File: config.mk
export PLATFORM = sky130hd
export DESIGN_NAME = ram_march_tester
export DESIGN_NICKNAME = d
export VERILOG_FILES = /design/src/rtl/ram_march_tester.sv
export SDC_FILE = /design/constraint.sdc
export NUM_CORES = 1
export LEC_CHECK = 0
export ABC_AREA = 1
export BUFFER_PORTS_ARGS = -buffer_cell sky130_fd_sc_hd__buf_2
export CAP_MARGIN = 20
export CELL_PAD_IN_SITES_DETAIL_PLACEMENT = 0
export CELL_PAD_IN_SITES_GLOBAL_PLACEMENT = 2
export CORE_MARGIN = 2
export CORE_UTILIZATION = 31
export CTS_CLUSTER_SIZE = 40
export DETAILED_ROUTE_END_ITERATION = 12
export GPL_ROUTABILITY_DRIVEN = 0
export PLACE_DENSITY = 0.88
export SLEW_MARGIN = 10
export SYNTH_ARGS = -nofsm -noshare
export SYNTH_HDL_FRONTEND = slang
export SYNTH_SLANG_ARGS = --single-unit
File: constraint.sdc
create_clock -name clock -period 3.5 [get_ports clock]
set_clock_uncertainty 0.2 [all_clocks]
set_input_delay 0.35 -clock clock [delete_from_list [all_inputs] [get_ports clock]]
set_output_delay 0.35 -clock clock [all_outputs]
set_load 0.01 [all_outputs]
File: src/rtl/ram_march_tester.sv
// ============================================================================
// ram_march_tester : up/down write-read march test for a distributed RAM
// Revision 1.0
// ============================================================================
`default_nettype none

module ram_march_tester #(
  parameter int ADDR_WIDTH = 16,
  parameter int DATA_WIDTH = 32
) (
  input  logic                  clock,
  input  logic                  reset_n,
  input  logic                  start,
  input  logic                  abort,
  input  logic [ADDR_WIDTH-1:0] base_address,
  input  logic [ADDR_WIDTH-1:0] last_address,
  input  logic [DATA_WIDTH-1:0] seed,
  output logic                  ram_write_enabled,
  output logic [ADDR_WIDTH-1:0] ram_address,
  output logic [DATA_WIDTH-1:0] ram_write_data,
  input  logic [DATA_WIDTH-1:0] ram_read_data,
  output logic                  busy,
  output logic                  done,
  output logic                  pass,
  output logic [15:0]           error_count,
  output logic [ADDR_WIDTH-1:0] first_error_address,
  output logic [3:0]            task_phase
);

  localparam logic [3:0] IDLE       = 4'd0;
  localparam logic [3:0] WRITE_UP   = 4'd1;
  localparam logic [3:0] READ_UP    = 4'd2;
  localparam logic [3:0] WRITE_DOWN = 4'd3;
  localparam logic [3:0] READ_DOWN  = 4'd4;
  localparam logic [3:0] DONE       = 4'd5;

  logic [3:0]            state;
  logic [3:0]            state_next;
  logic [ADDR_WIDTH-1:0] addr;
  logic [ADDR_WIDTH-1:0] base_reg;
  logic [ADDR_WIDTH-1:0] last_reg;
  logic [DATA_WIDTH-1:0] seed_reg;
  logic [DATA_WIDTH-1:0] pattern;
  logic [DATA_WIDTH-1:0] expected;
  logic                  is_read;
  logic                  mismatch;
  logic                  at_last;
  logic                  at_base;
  logic                  range_ok;

  assign pattern     = seed_reg ^ DATA_WIDTH'(addr);
  assign expected    = (state == READ_DOWN) ? ~pattern : pattern;
  assign at_last     = (addr == last_reg);
  assign at_base     = (addr == base_reg);
  assign range_ok    = (base_reg <= last_reg);
  assign mismatch    = is_read && !abort && (ram_read_data != expected);
  assign ram_address = addr;
  assign task_phase  = state;

  always_ff @(posedge clock or negedge reset_n) begin
    if (!reset_n) begin
      state <= IDLE;
    end else begin
      state <= state_next;
    end
  end

  always_comb begin
    state_next = state;
    case (state)
      IDLE:       if (start) state_next = (base_address <= last_address) ? WRITE_UP : DONE;
      WRITE_UP:   if (abort) state_next = IDLE; else if (at_last) state_next = READ_UP;
      READ_UP:    if (abort) state_next = IDLE; else if (at_last) state_next = WRITE_DOWN;
      WRITE_DOWN: if (abort) state_next = IDLE; else if (at_base) state_next = READ_DOWN;
      READ_DOWN:  if (abort) state_next = IDLE; else if (at_base) state_next = DONE;
      DONE:       state_next = IDLE;
      default:    state_next = IDLE;
    endcase
  end

  always_comb begin
    ram_write_enabled = 1'b0;
    ram_write_data    = '0;
    busy              = 1'b0;
    done              = 1'b0;
    is_read           = 1'b0;
    case (state)
      WRITE_UP: begin
        ram_write_enabled = 1'b1;
        ram_write_data    = pattern;
        busy              = 1'b1;
      end
      READ_UP: begin
        busy    = 1'b1;
        is_read = 1'b1;
      end
      WRITE_DOWN: begin
        ram_write_enabled = 1'b1;
        ram_write_data    = ~pattern;
        busy              = 1'b1;
      end
      READ_DOWN: begin
        busy    = 1'b1;
        is_read = 1'b1;
      end
      DONE:    done = 1'b1;
      default: ;
    endcase
  end

  // Address steps stop at the range ends so full-span ranges never wrap.
  always_ff @(posedge clock or negedge reset_n) begin
    if (!reset_n) begin
      addr                <= '0;
      base_reg            <= '0;
      last_reg            <= '0;
      seed_reg            <= '0;
      error_count         <= '0;
      first_error_address <= '0;
      pass                <= 1'b0;
    end else begin
      case (state)
        IDLE: begin
          if (start) begin
            base_reg            <= base_address;
            last_reg            <= last_address;
            seed_reg            <= seed;
            addr                <= base_address;
            error_count         <= '0;
            first_error_address <= '0;
            pass                <= 1'b0;
          end
        end
        WRITE_UP:   if (!abort) addr <= at_last ? base_reg : addr + ADDR_WIDTH'(1);
        READ_UP:    if (!abort && !at_last) addr <= addr + ADDR_WIDTH'(1);
        WRITE_DOWN: if (!abort) addr <= at_base ? last_reg : addr - ADDR_WIDTH'(1);
        READ_DOWN:  if (!abort && !at_base) addr <= addr - ADDR_WIDTH'(1);
        DONE:       pass <= range_ok && (error_count == 16'd0);
        default: ;
      endcase
      if (busy && abort) begin
        pass <= 1'b0;
      end
      if (mismatch) begin
        if (error_count != 16'hFFFF) begin
          error_count <= error_count + 16'd1;
        end
        if (error_count == 16'd0) begin
          first_error_address <= addr;
        end
      end
    end
  end

endmodule

`default_nettype wire

* Word level (Yosys, flattened, before mapping) *
Index checks and enable logic that the tools add are counted.

storage, ports and cells
  bits of input ports = 100
  output and inout bits = 88
  register bits = 117
  word-level logic and storage cells = 90

operators by class
  equality and inequality tests = 19
  add/sub/neg operators = 3
  multiplexer cells = 36
  bitwise gates (word level) = 2
  magnitude comparators = 2
  reduce and logical (&&, ||, !) cells = 20

operator list
  kind                                                                  count
  16-bit two-way mux                                                    15
  16-bit one-hot mux with 5 select lines                                1
  32-bit one-hot mux with 2 select lines                                1
  4-bit two-way mux                                                     9
  16-bit by 1-bit adder with 16-bit output, second input constant       2
  16-bit == test                                                        2
  16-bit <= comparator                                                  2
  32-bit two-way mux                                                    1
  32-bit inequality test                                                1
  32-bit NOT                                                            1
  32-bit by 16-bit XOR with 32-bit output                               1
  4-bit one-hot mux with 5 select lines                                 1
  16-bit logical NOT                                                    1
  16-bit inequality test, second input constant                         1
  16-bit by 1-bit subtractor with 16-bit output, second input constant  1
  3-bit inequality test, second input constant                          5
  4-bit by 2-bit == test with 1-bit output, second input constant       2
  4-bit by 3-bit == test with 1-bit output, second input constant       2
  2-bit inequality test, second input constant                          4
  1-bit logical AND                                                     6
  1-bit two-way mux                                                     6
  6-bit AND reduction                                                   1
  5-bit AND reduction                                                   1
  5-bit nonzero test                                                    1
  10 further kinds                                                      14

* Longest topological paths before layout *
Gate-level depths: netlist of the first run.

  word-level depth = 6
  depth in mapped cells = 17
  mapped depth without buffers = 15

* Worst setup path before layout of the first run *
OpenSTA, ideal clock, no wires.

  kind = register to output
  start point = reg state[0], in the netlist task_phase[0]
  end point = out ram_write_data[15]
  path buffers = 2
  data arrival time = 1.649 ns
  stages on the path, launching flop included = 9
  required time = 2.950 ns
  setup slack = 1.301 ns
  path through = dfrtp_1 inv_2 nor2_1 nand2_1 inv_1 clkbuf_1 clkbuf_1 nand2_1 o21ai_0

on the way
  cells in the longest elaborated chain, start to end = 2
  elaborated cells on any way between the ends = 3
  classes of those cells = 2 x eq/ne; 1 x mux

ends and longest elaborated chain
  element                                                                                                      line  RTL
  start, declared                                                                                              37    logic [3:0] state;
  start signal, assigned                                                                                       64    state <= state_next;
  4-bit by 2-bit == test with 1-bit output / 4-bit by 1-bit == test with 1-bit output (equally long branches)  87    case (state)
  32-bit one-hot mux with 2 select lines *                                                                     87
  end, declared                                                                                                20    output logic [DATA_WIDTH-1:0] ram_write_data,

Every way passes the cells marked *; elsewhere a longest branch is shown, timed or not.

* Worst setup path after layout of the first run *
  start point = reg addr[8], in the netlist ram_address[8]
  end point = reg state[2], in the netlist task_phase[2]

on the way
  cells in the longest elaborated chain, start to end = 3
  elaborated cells on any way between the ends = 7
  classes of those cells = 6 x eq/ne; 1 x reduce/logical

ends and longest elaborated chain
  element                                   line    RTL
  start, declared                           39      logic [ADDR_WIDTH-1:0] addr;
  start signal, assigned                    128     addr <= base_address;
  start signal, assigned                    134     WRITE_UP: if (!abort) addr <= at_last ? base_reg : addr + ADDR_WIDTH'(1);
  start signal, assigned                    135     READ_UP: if (!abort && !at_last) addr <= addr + ADDR_WIDTH'(1);
  16-bit == test, on equally long branches  54, 53
  3-bit inequality test (no line)           --
  5-bit AND reduction (no line) *           --

Marks and branches as above.
A chain may end at the register's enable or synchronous reset.

==> summary.txt, run 1 <==
Outcome: complete, no violations
Library cells used by synthesis: 35
CTS tree: done
Clk slew on worst S/H paths: 60 ps
Synth warn: 0
Gr usage total: 23.34%
Overflow after GRT: 0
Critical path, cell by cell: inv_1, nand2_1, nand2_1, nor2_1, nand2_1, nor2_2, nand2_1, nand2_1, nand3_1, a22oi_1
Nets: 2005
Synth top area cells: dfrtp_1 (30%), nand2_1 (25%), nand3_1 (7.9%)
Part of the power in registers: 22.5%
FFs w/ async S/R, synth: 100.0%
IO Count: 188
Fin. Hold Viols: 0
Register area share after synthesis: 29.82%
Clk sinks: 116
HP Class: input pin to register
Largest net degree at the start of global routing: 66
Crit-path max cell delay: 700 ps
Most instantiated cells after synthesis: nand2_1 (655), inv_1 (190), nor2_1 (155)
Vias in the first global route: 10750
Combinational Power Share: 61.7%
Initial Utilization: 31.66%
# DRC: 0
Cell area after synthesis: 9736 sq um
Max Slew Vio Count: 0
Worst slew margin: 49.15%
Crit path buf inv count: 1
Max Cap Viol: 0
CTS Hold Bufs: 53
DP HPWL: 28400 um
VDD IR max: 0.4302 mV
Tcrit/Tclk final: 86.73%
Clock share of power: 15.8%
Top FF cell, synth: dfrtp_1
Avg Vias per Cell: 4.867
Internal: 5.461 mW
Max Clock Freq: 329.4 MHz
CP dominant cell by count: nand2_1
Share of layout cells above drive strength 1: 14.30%
Avg Inst Size Synth: 5.925 sq um
Critical Path End Type: register
Post-synthesis cell count: 1643
Clock insertion delay at the later pin of the skew report: 430 ps
Top cell type's share of synthesized area: 29.82%
Max reg flops: 32
Number of synthesized flops with an enable pin: 0
DRT antenna net count: 0
Maximum fanout along the worst path: 12
Kind of critical path: register to register
First-pass GRT wire length: 59630 um
Slew @ Worst Pin: 762.0 ps
Overall power: 11.61 mW
Worst setup SP type: register
Core area: 30750 sq um
Drt pass-1 iters: 6
Net count after synthesis: 1779
CP required: 3640 ps
DR WL/cell: 16.74 um
Routed wire length: 38140 um
Crit path max-delay family: simple AND/OR/NAND/NOR gates
Postcts setup bufs: 0
Vias: 11090
H-Tree Depth: 4
Std cell rows: 64
Buffers on Ports: 186
Min cycle time layout: 3035 ps
Num CTS Buffers: 17
Clk root buf: clkbuf_16
Die height: 181.2 um
Yosys top cell by area: dfrtp_1
DIE AREA: 32840 sq um
Critical Path AT: 3170 ps
Power Density: 947.4 nW/um^2
Slowest CP cell: dfrtp_1
Die Width: 181.2 um
P&R area growth vs syn: 25.91%
CTS Buffer Depth: 2
Sw power: 6.152 mW
Initial antenna violation count: 2
Leakage power: 6.711 nW
Yosys reg bits: 116
Switching share of power: 52.98%
DRT iter0 DRCs: 830
Fin Setup TNS: 0 ps
Final setup viols: 0
RSZ-0062 raised after global routing: false
Most common cell in the netlist: nand2_1
Post-cts resize count: 0
power groups by stage:
stage          logic (mW)  clock network (mW)  registers [mW]
6_report             7.16                1.84            2.61
5_1_grt              8.10                1.92            2.70
4_1_cts              7.16                1.87            2.60
3_5_place_dp         7.08                   0            2.62
3_3_place_gp         7.03                   0            2.61
2_1_floorplan        4.67                   0            2.56
through the flow:
stage / instance area, sq um / utilization, % / worst slack [ps] / hold slack [ps] / instances
after CTS: 12250 / 39.85 / 433.1 / 0.1809 / 2277
after global routing: 12260 / 39.86 / 90.92 / 17.45 / 2278
final: 12260 / 39.86 / 464.6 / 6.154 / 2279
after detailed placement: 11130 / 36.20 / 448.0 / 180.4 / 2193
after floorplan: 9736 / - / 1301 / -145.6 / 1643
after global placement: 11130 / 36.20 / 507.6 / 189.0 / 2193
cells by family (layout without fill, tap and decap cells):
group | after synthesis | in the layout | synth area share [%]
buffers and inverters | 265 | 503 | 11.05
DFF | 116 | 116 | 29.82
adders and majority gates | 36 | 36 | 4.627
AOI/OAI and AO/OA | 184 | 184 | 9.665
other | 1 | 3 | 0.03852
xor gates and xnor gates | 29 | 29 | 2.609
and+or+nand+nor | 1012 | 1012 | 42.19
routing by layer:
| metal | vias up | GRT usage, % | share of wire (%) |
|---|---|---|---|
| li1 | 5602 | - | - |
| met1 | 5146 | 31.11 | 46 |
| met2 | 314 | 39.91 | 48 |
| met3 | 29 | 2.983 | 4.7 |
| met4 | 0 | 5.919 | 1.4 |
| met5 | - | 0 | 0 |
worst register-to-register path, stage by stage (launching register included):
cell,delay [ps]
dfrtp_1,700
inv_1,400
nand2_1,140
nand2_1,70
nor2_1,140
nand2_1,90
nor2_2,270
nand2_1,400
nand2_1,160
nand3_1,170
a22oi_1,220
layout by cell type, fill, tap and decap left out, drive strengths merged, types with 3 or more instances in the layout:
master | synthesis | final
a21oi | 29 | 29
buf | 50 | 222
bufinv | 0 | 3
clkbuf | 18 | 21
clkinv | 2 | 9
dfrtp | 116 | 116
dlygate4sd3 | 0 | 53
ha | 36 | 36
inv | 195 | 194
nand2 | 658 | 658
nand3 | 153 | 153
nand3b | 4 | 4
nand4 | 17 | 17
nor2 | 159 | 159
nor3 | 16 | 16
o21ai | 146 | 146
or2 | 3 | 3
xnor2 | 3 | 3
xor2 | 26 | 26
final cells by class:
| cell class | count | area, sq um |
|---|---|---|
| Antenna cell | 2 | 5.005 |
| Inverter | 197 | 740.7 |
| Clock inverter | 10 | 131.4 |
| Multi-Input combinational cell | 1262 | 5763 |
| Fill cell | 3352 | 18490 |
| Tap cell | 396 | 495.5 |
| Clock buffer | 21 | 460.4 |
| Timing Repair Buffer | 275 | 1759 |
| Sequential cell | 116 | 2903 |
final timing paths:
check | from | endpoint | slack [ps] | cells past startpoint
worst max-delay path | ram_address[8] | task_phase[2] | 460 | 10
worst min-delay path | last_address[6] | last_reg[6] | 6 | 3
worst max register to register | ram_address[8] | task_phase[2] | 460 | 10
worst min register to register | pass | pass | 300 | 2
max in group asynchronous | reset_n | ram_address[12] | 1970 | 3
min in group asynchronous | reset_n | last_reg[3] | 270 | 2
Note: power is estimated with default switching activity, not from simulation.
==> run 2, diff against run 1 <==
==> constraint.sdc (replaced) <==
create_clock -name clock -period 3.88 [get_ports clock]
set_clock_uncertainty 0.2 [all_clocks]
set_input_delay 0.388 -clock clock [delete_from_list [all_inputs] [get_ports clock]]
set_output_delay 0.388 -clock clock [all_outputs]
set_load 0.01 [all_outputs]
==> run 2 against run 1 <==
  * Register-to-register slack gained 320 ps
  * Non-clock buffer count shrank 26
  * Die area is the same
  * Largest cell class unchanged
==> summary.txt, run 2 (same netlist as run 1, synthesis figures left out) <==
Critical Path AT: 3210 ps (was 3170 ps)
Ant diodes: 0 (was 2)
Tcrit/Tclk final: 79.74% (was 86.73%)
Register area: 2903 sq um (unchanged)
Num CTS Buffers: 17 (unchanged)
Kind of critical path: register to register (unchanged)
Post-cts resize count: 0 (unchanged)
Part of the power in registers: 22.4% (was 22.5%)
Combinational Power Share: 60.0% (was 61.7%)
HP Class: input pin to register (unchanged)
R2R setup slack: 790 ps (was 460 ps)
P&R area growth vs syn: 23.94% (was 25.91%)
CTS tree: done (unchanged)
Nets: 1979 (was 2005)
Max Slew Vio Count: 0 (unchanged)
Routed wire length: 38410 um (was 38140 um)
Dpl cell area: 11100 sq um (was 11130 sq um)
Switching share of power: 52.49% (was 52.98%)
Clock share of power: 17.6% (was 15.8%)
Maximum fanout along the worst path: 22 (was 12)
Clk root buf: clkbuf_16 (unchanged)
Commonest cells after routing, fill and taps aside: nand2_1 (655), inv_1 (189), buf_2 (185), nor2_1 (154), nand3_1 (153) (unchanged)
Min cycle time layout: 3094 ps (was 3035 ps)
Std cell rows: 64 (unchanged)
Postcts setup bufs: 0 (unchanged)
Die Width: 181.2 um (unchanged)
IO Count: 188 (unchanged)
Drt pass-1 iters: 7 (was 6)
Vias in the first global route: 10460 (was 10750)
DR WL/cell: 17.06 um (was 16.74 um)
Initial Utilization: 31.66% (unchanged)
First-pass GRT wire length: 59600 um (was 59630 um)
Buffers on Ports: 186 (unchanged)
CP required: 4000 ps (was 3640 ps)
Top sig layer: met5 (was met4)
DRT antenna net count: 0 (unchanged)
Largest net degree at the start of global routing: 56 (was 66)
CTS Hold Bufs: 29 (was 53)
Worst R2R Path Depth: 13 (was 10)
RSZ-0062 raised after global routing: false (unchanged)
Avg Vias per Cell: 4.891 (was 4.867)
Gr usage total: 23.52% (was 23.34%)
VDD IR max: 0.3416 mV (was 0.4302 mV)
Worst slew margin: 37.55% (was 49.15%)
Fin Setup TNS: 0 ps (unchanged)
Core area: 30750 sq um (unchanged)
Fin. Hold Viols: 0 (unchanged)
Clock insertion delay at the later pin of the skew report: 440 ps (was 430 ps)
Critical Path End Type: register (unchanged)
H-Tree Depth: 4 (unchanged)
Final setup viols: 0 (unchanged)
Power Density: 883.0 nW/um^2 (was 947.4 nW/um^2)
Post-route design area: 12070 sq um (was 12260 sq um)
Vias: 11010 (was 11090)
Min-Delay Path Depth: 3 (unchanged)
Overall power: 10.65 mW (was 11.61 mW)
Final core occ: 39.24% (was 39.86%)
DR WL met2: 17760 um (was 18250 um)
Clk slew on worst S/H paths: 60 ps (about the same)
Worst r2r src: task_phase[1] (was ram_address[8])
Sw power: 5.593 mW (was 6.152 mW)
Worst setup SP type: register (unchanged)
Worst R2R End: first_error_address[0] (was task_phase[2])
Worst hold path startpoint: seed[6] (was last_address[6])
Max Clock Freq: 323.2 MHz (was 329.4 MHz)
Multi-input gate area: 5763 sq um (unchanged)
DIE AREA: 32840 sq um (unchanged)
DRT iter0 DRCs: 798 (was 830)
DP HPWL: 28920 um (was 28400 um)
Leakage power: 6.624 nW (was 6.711 nW)
Max reg flops: 32 (unchanged)
DR WL met3: 1880 um (was 1808 um)
Met1 Wirelength: 17650 um (was 17550 um)
Die height: 181.2 um (unchanged)
Hold Path Sink: seed_reg[6] (was last_reg[6])
Slew @ Worst Pin: 936.8 ps (was 762.0 ps)
Overflow after GRT: 0 (unchanged)
Initial antenna violation count: 2 (unchanged)
Share of layout cells above drive strength 1: 14.49% (was 14.30%)
Clk sinks: 116 (unchanged)
Commonest non-fill, non-tap cell in the layout: nand2_1 (unchanged)
CTS Buffer Depth: 2 (unchanged)
Internal: 5.062 mW (was 5.461 mW)
# DRC: 0 (unchanged)
Final-layout fill cell count: 3408 (was 3352)
Outcome: complete, no violations (unchanged)
Max Cap Viol: 0 (unchanged)
## run 2: per-stage QoR
stage          cells  hold slack (ps)  setup WS, ps
6_report        2252            9.766         786.2
5_1_grt         2252            18.58         562.7
4_1_cts         2252            1.641         799.3
3_5_place_dp    2191            295.4         807.7
3_3_place_gp    2191            283.9         849.0
2_1_floorplan   1643           -107.6          1643
## run 2: layout make-up
type                       count  share of cell area [%]
inverter                     197                   6.139
timing repair buffer         249                   12.36
multi-input combinational   1262                   47.76
clock inverter                13                   1.908
clock buffer                  19                   3.671
tap                          396                   4.106
sequential                   116                   24.06
## run 2: per-layer routing
layer,GRT usage (%),vias up
li1,-,5547
met1,31.38,5076
met2,38.85,343
met3,3.366,46
met4,8.228,2
met5,0,-
## run 2: power groups by stage
stage	clock (mW)	combinational, mW	sequential (mW)
floorplan	0	4.21	2.31
finish	1.87	6.39	2.39
CTS	1.91	6.39	2.39
global placement	0	6.33	2.39
detailed placement	0	6.34	2.41
global route	1.95	7.25	2.48
## run 2: critical path, stage by stage, from the launching register on
cell and delay, ps:
dfrtp_1 430, inv_1 120, nand2_1 90, nor2_2 600, nand3_1 150, nor2_1 140
nor2_1 50, nor2_1 160, nand2_1 80, nor2_1 100, nand2_1 340, buf_4 370
nand3_1 110, nand2_1 60
## run 2: how the worst max path moves through the flow
stage                              from                      end  cells after the start
after floorplan           task_phase[0]       ram_write_data[15]                      8
after global placement    task_phase[1]  first_error_address[13]                     13
after detailed placement  task_phase[1]   first_error_address[3]                     13
after CTS                 task_phase[1]   first_error_address[0]                     13
after global routing      task_phase[1]   first_error_address[7]                     13
final                     task_phase[1]   first_error_address[0]                     13
==> run 3, diff against run 2 <==
--- a/config.mk
+++ b/config.mk
@@ -11,11 +11,11 @@
 export CELL_PAD_IN_SITES_DETAIL_PLACEMENT = 0
 export CELL_PAD_IN_SITES_GLOBAL_PLACEMENT = 2
 export CORE_MARGIN = 2
-export CORE_UTILIZATION = 31
+export CORE_UTILIZATION = 29
 export CTS_CLUSTER_SIZE = 40
 export DETAILED_ROUTE_END_ITERATION = 12
 export GPL_ROUTABILITY_DRIVEN = 0
-export PLACE_DENSITY = 0.88
+export PLACE_DENSITY = 0.83
 export SLEW_MARGIN = 10
 export SYNTH_ARGS = -nofsm -noshare
 export SYNTH_HDL_FRONTEND = slang
==> constraint.sdc (replaced) <==
create_clock -name clock -period 3 [get_ports clock]
set_clock_uncertainty 0.2 [all_clocks]
set_input_delay 0.3 -clock clock [delete_from_list [all_inputs] [get_ports clock]]
set_output_delay 0.3 -clock clock [all_outputs]
set_load 0.01 [all_outputs]
==> run 3 against run 2 <==
  * Utilization down 1.5 points
  * Count of clock-buffer cells in the layout up 2
  * Critical endpoint is now ram_address[10]
  * Sequential cell count unchanged
  * Largest cell class unchanged
  * Sequential power up 28%
==> summary.txt, run 3 (same netlist as run 1, synthesis figures left out) <==
Postcts setup bufs: 0 (unchanged)
Setup ws final: 196.7 ps (was 786.2 ps)
Outcome: complete, no violations (unchanged)
H-Tree Depth: 4 (unchanged)
Die Width: 187.2 um (was 181.2 um)
Commonest cells after routing, fill and taps aside: nand2_1 (654), inv_1 (189), buf_2 (185), nor2_1 (154), nand3_1 (153) (was nand2_1 (655), inv_1 (189), buf_2 (185), nor2_1 (154), nand3_1 (153))
Crit path max-delay family: simple AND/OR/NAND/NOR gates (unchanged)
Final Non-Filler Cells: 2358 (was 2252)
Power Density: 1092 nW/um^2 (was 883.0 nW/um^2)
Largest net degree at the start of global routing: 68 (was 56)
HP Class: input pin to register (unchanged)
Slew @ Worst Pin: 728.0 ps (was 936.8 ps)
Overflow after GRT: 0 (unchanged)
Slowest CP cell: dfrtp_1 (was nor2_2)
P&R area growth vs syn: 29.15% (was 23.94%)
Drt pass-1 iters: 8 (was 7)
Kind of critical path: register to register (unchanged)
Critical Path End Type: register (unchanged)
Share of layout cells above drive strength 1: 15.10% (was 14.49%)
Buffers on Ports: 186 (unchanged)
Die height: 187.2 um (was 181.2 um)
Multi-input gate area: 5766 sq um (was 5763 sq um)
DP HPWL: 29560 um (was 28920 um)
DP Cell Count: 2262 (was 2191)
Nets: 2032 (was 1979)
Initial Utilization: 29.25% (was 31.66%)
Avg Vias per Cell: 4.715 (was 4.891)
# DRC: 0 (unchanged)
DRT antenna net count: 0 (unchanged)
Fin. Hold Viols: 0 (unchanged)
Max Slew Vio Count: 0 (unchanged)
Register area: 2903 sq um (unchanged)
Critical Path AT: 2920 ps (was 3210 ps)
Hold_ws: 37.86 ps (was 9.766 ps)
Leakage power: 6.835 nW (was 6.624 nW)
Clk root buf: clkbuf_16 (unchanged)
Clk slew on worst S/H paths: 60 ps (about the same)
Part of the power in registers: 22.4% (about the same)
Core area: 33280 sq um (was 30750 sq um)
Vias: 11120 (was 11010)
Crit path buf inv count: 1 (was 2)
Switching share of power: 52.63% (was 52.49%)
Combinational Power Share: 62.3% (was 60.0%)
Final-layout fill cell count: 3641 (was 3408)
Max reg flops: 32 (unchanged)
Crit-path max cell delay: 590 ps (was 600 ps)
Worst setup SP type: register (unchanged)
Commonest non-fill, non-tap cell in the layout: nand2_1 (unchanged)
DRT iter0 DRCs: 799 (was 798)
Min cycle time layout: 2803 ps (was 3094 ps)
Clock insertion delay at the later pin of the skew report: 440 ps (about the same)
RSZ-0062 raised after global routing: false (unchanged)
Fin Setup TNS: 0 ps (unchanged)
Setup WS pre-CTS: 220.9 ps (was 807.7 ps)
Max Cap Viol: 0 (unchanged)
Std cell rows: 67 (was 64)
VDD IR max: 0.5899 mV (was 0.3416 mV)
Gr usage total: 22.54% (was 23.52%)
DR WL/cell: 16.54 um (was 17.06 um)
Clock share of power: 15.3% (was 17.6%)
Num CTS Buffers: 17 (unchanged)
First-pass GRT wire length: 61150 um (was 59600 um)
Routed wire length: 39010 um (was 38410 um)
Final setup viols: 0 (unchanged)
Max Clock Freq: 356.7 MHz (was 323.2 MHz)
Worst slew margin: 51.46% (was 37.55%)
Critical path, cell by cell: inv_1, nand2_1, nand2_1, nor2_1, nand2_1, nor2_1, nand2_4, nand2_1, nand2_2, nand2_1, nand2_1, o21ai_1, nand2_1 (was inv_1, nand2_1, nor2_2, nand3_1, nor2_1, nor2_1, nor2_1, nand2_1, nor2_1, nand2_1, buf_4, nand3_1, nand2_1)
Vias in the first global route: 10650 (was 10460)
Clk sinks: 116 (unchanged)
Initial antenna violation count: 1 (was 2)
CP required: 3110 ps (was 4000 ps)
CTS Buffer Depth: 2 (unchanged)
CP dominant cell by count: nand2_1
Maximum fanout along the worst path: 9 (was 22)
DIE AREA: 35050 sq um (was 32840 sq um)
Tcrit/Tclk final: 93.44% (was 79.74%)
Internal: 6.506 mW (was 5.062 mW)
IO Count: 188 (unchanged)
CTS tree: done (unchanged)
Sw power: 7.230 mW (was 5.593 mW)
## run 3: cell count changes in the layout (fill, tap and decap cells not counted), sizes merged
cell         previous run  this run
bufinv                  6         2
dlygate4sd3            29        63
buf                   220       239
clkinvlp                3         2
clkbuf                 19        21
diode                   0         3
clkinv                  7         8
## run 3: power groups by stage
| stage | clock network [mW] | registers, mW | logic [mW] |
|---|---|---|---|
| finish | 2.11 | 3.07 | 8.56 |
| global route | 2.21 | 3.18 | 9.73 |
| CTS | 2.14 | 3.07 | 8.59 |
| detailed placement | 0 | 3.09 | 8.48 |
| global placement | 0 | 3.08 | 8.43 |
| floorplan | 0 | 2.98 | 5.44 |
## run 3: per-stage QoR
| step | total power [mW] | util [%] | cell area [sq um] |
|---|---|---|---|
| after floorplan | 8.427 | - | 9736 |
| after global placement | 11.50 | 34.10 | 11350 |
| after detailed placement | 11.57 | 34.10 | 11350 |
| after CTS | 13.80 | 37.75 | 12560 |
| after global routing | 15.12 | 37.76 | 12570 |
| final | 13.74 | 37.78 | 12570 |
## run 3: area by class of cell
cell class | count | area share, %
well taps | 448 | 4.458
clock inverters | 9 | 0.8260
diodes | 3 | 0.05971
clock buffers | 21 | 3.821
multi-input cells | 1262 | 45.86
flip-flops and latches | 116 | 23.09
repair buffers | 302 | 16.00
inverters | 197 | 5.891
## run 3: timing repair
action,in CTS,in global routing
endpoints found under the setup margin,0,1
hold buffers,63,0
endpoints found under the hold margin,88,0
resized for setup,0,1
## run 3: final timing paths
check / slack [ps] / cells past startpoint / to / from
setup / recovery: 200 / 13 / ram_address[10] / ram_address[9]
max in group asynchronous: 1680 / 3 / seed_reg[12] / reset_n
setup reg to reg: 200 / 13 / ram_address[10] / ram_address[9]
hold reg to reg: 300 / 2 / seed_reg[10] / seed_reg[10]
min in group asynchronous: 160 / 2 / first_error_address[1] / reset_n
hold / removal: 40 / 3 / base_reg[0] / base_address[0]
## run 3: worst reg2reg max path: stages, from the launching register on
cell	delay [ps]
dfrtp_1	590
inv_1	320
nand2_1	120
nand2_1	50
nor2_1	140
nand2_1	60
nor2_1	370
nand2_4	130
nand2_1	110
nand2_2	230
nand2_1	120
nand2_1	60
o21ai_1	120
nand2_1	70
## run 3: routing by layer
layer	routed length [um]	vias to the layer above	track usage [%]
met3	2016	37	3.340
met5	0	-	0
met4	672	0	5.708
met2	18650	283	38.19
met1	17670	5142	30.07
li1	-	5657	-
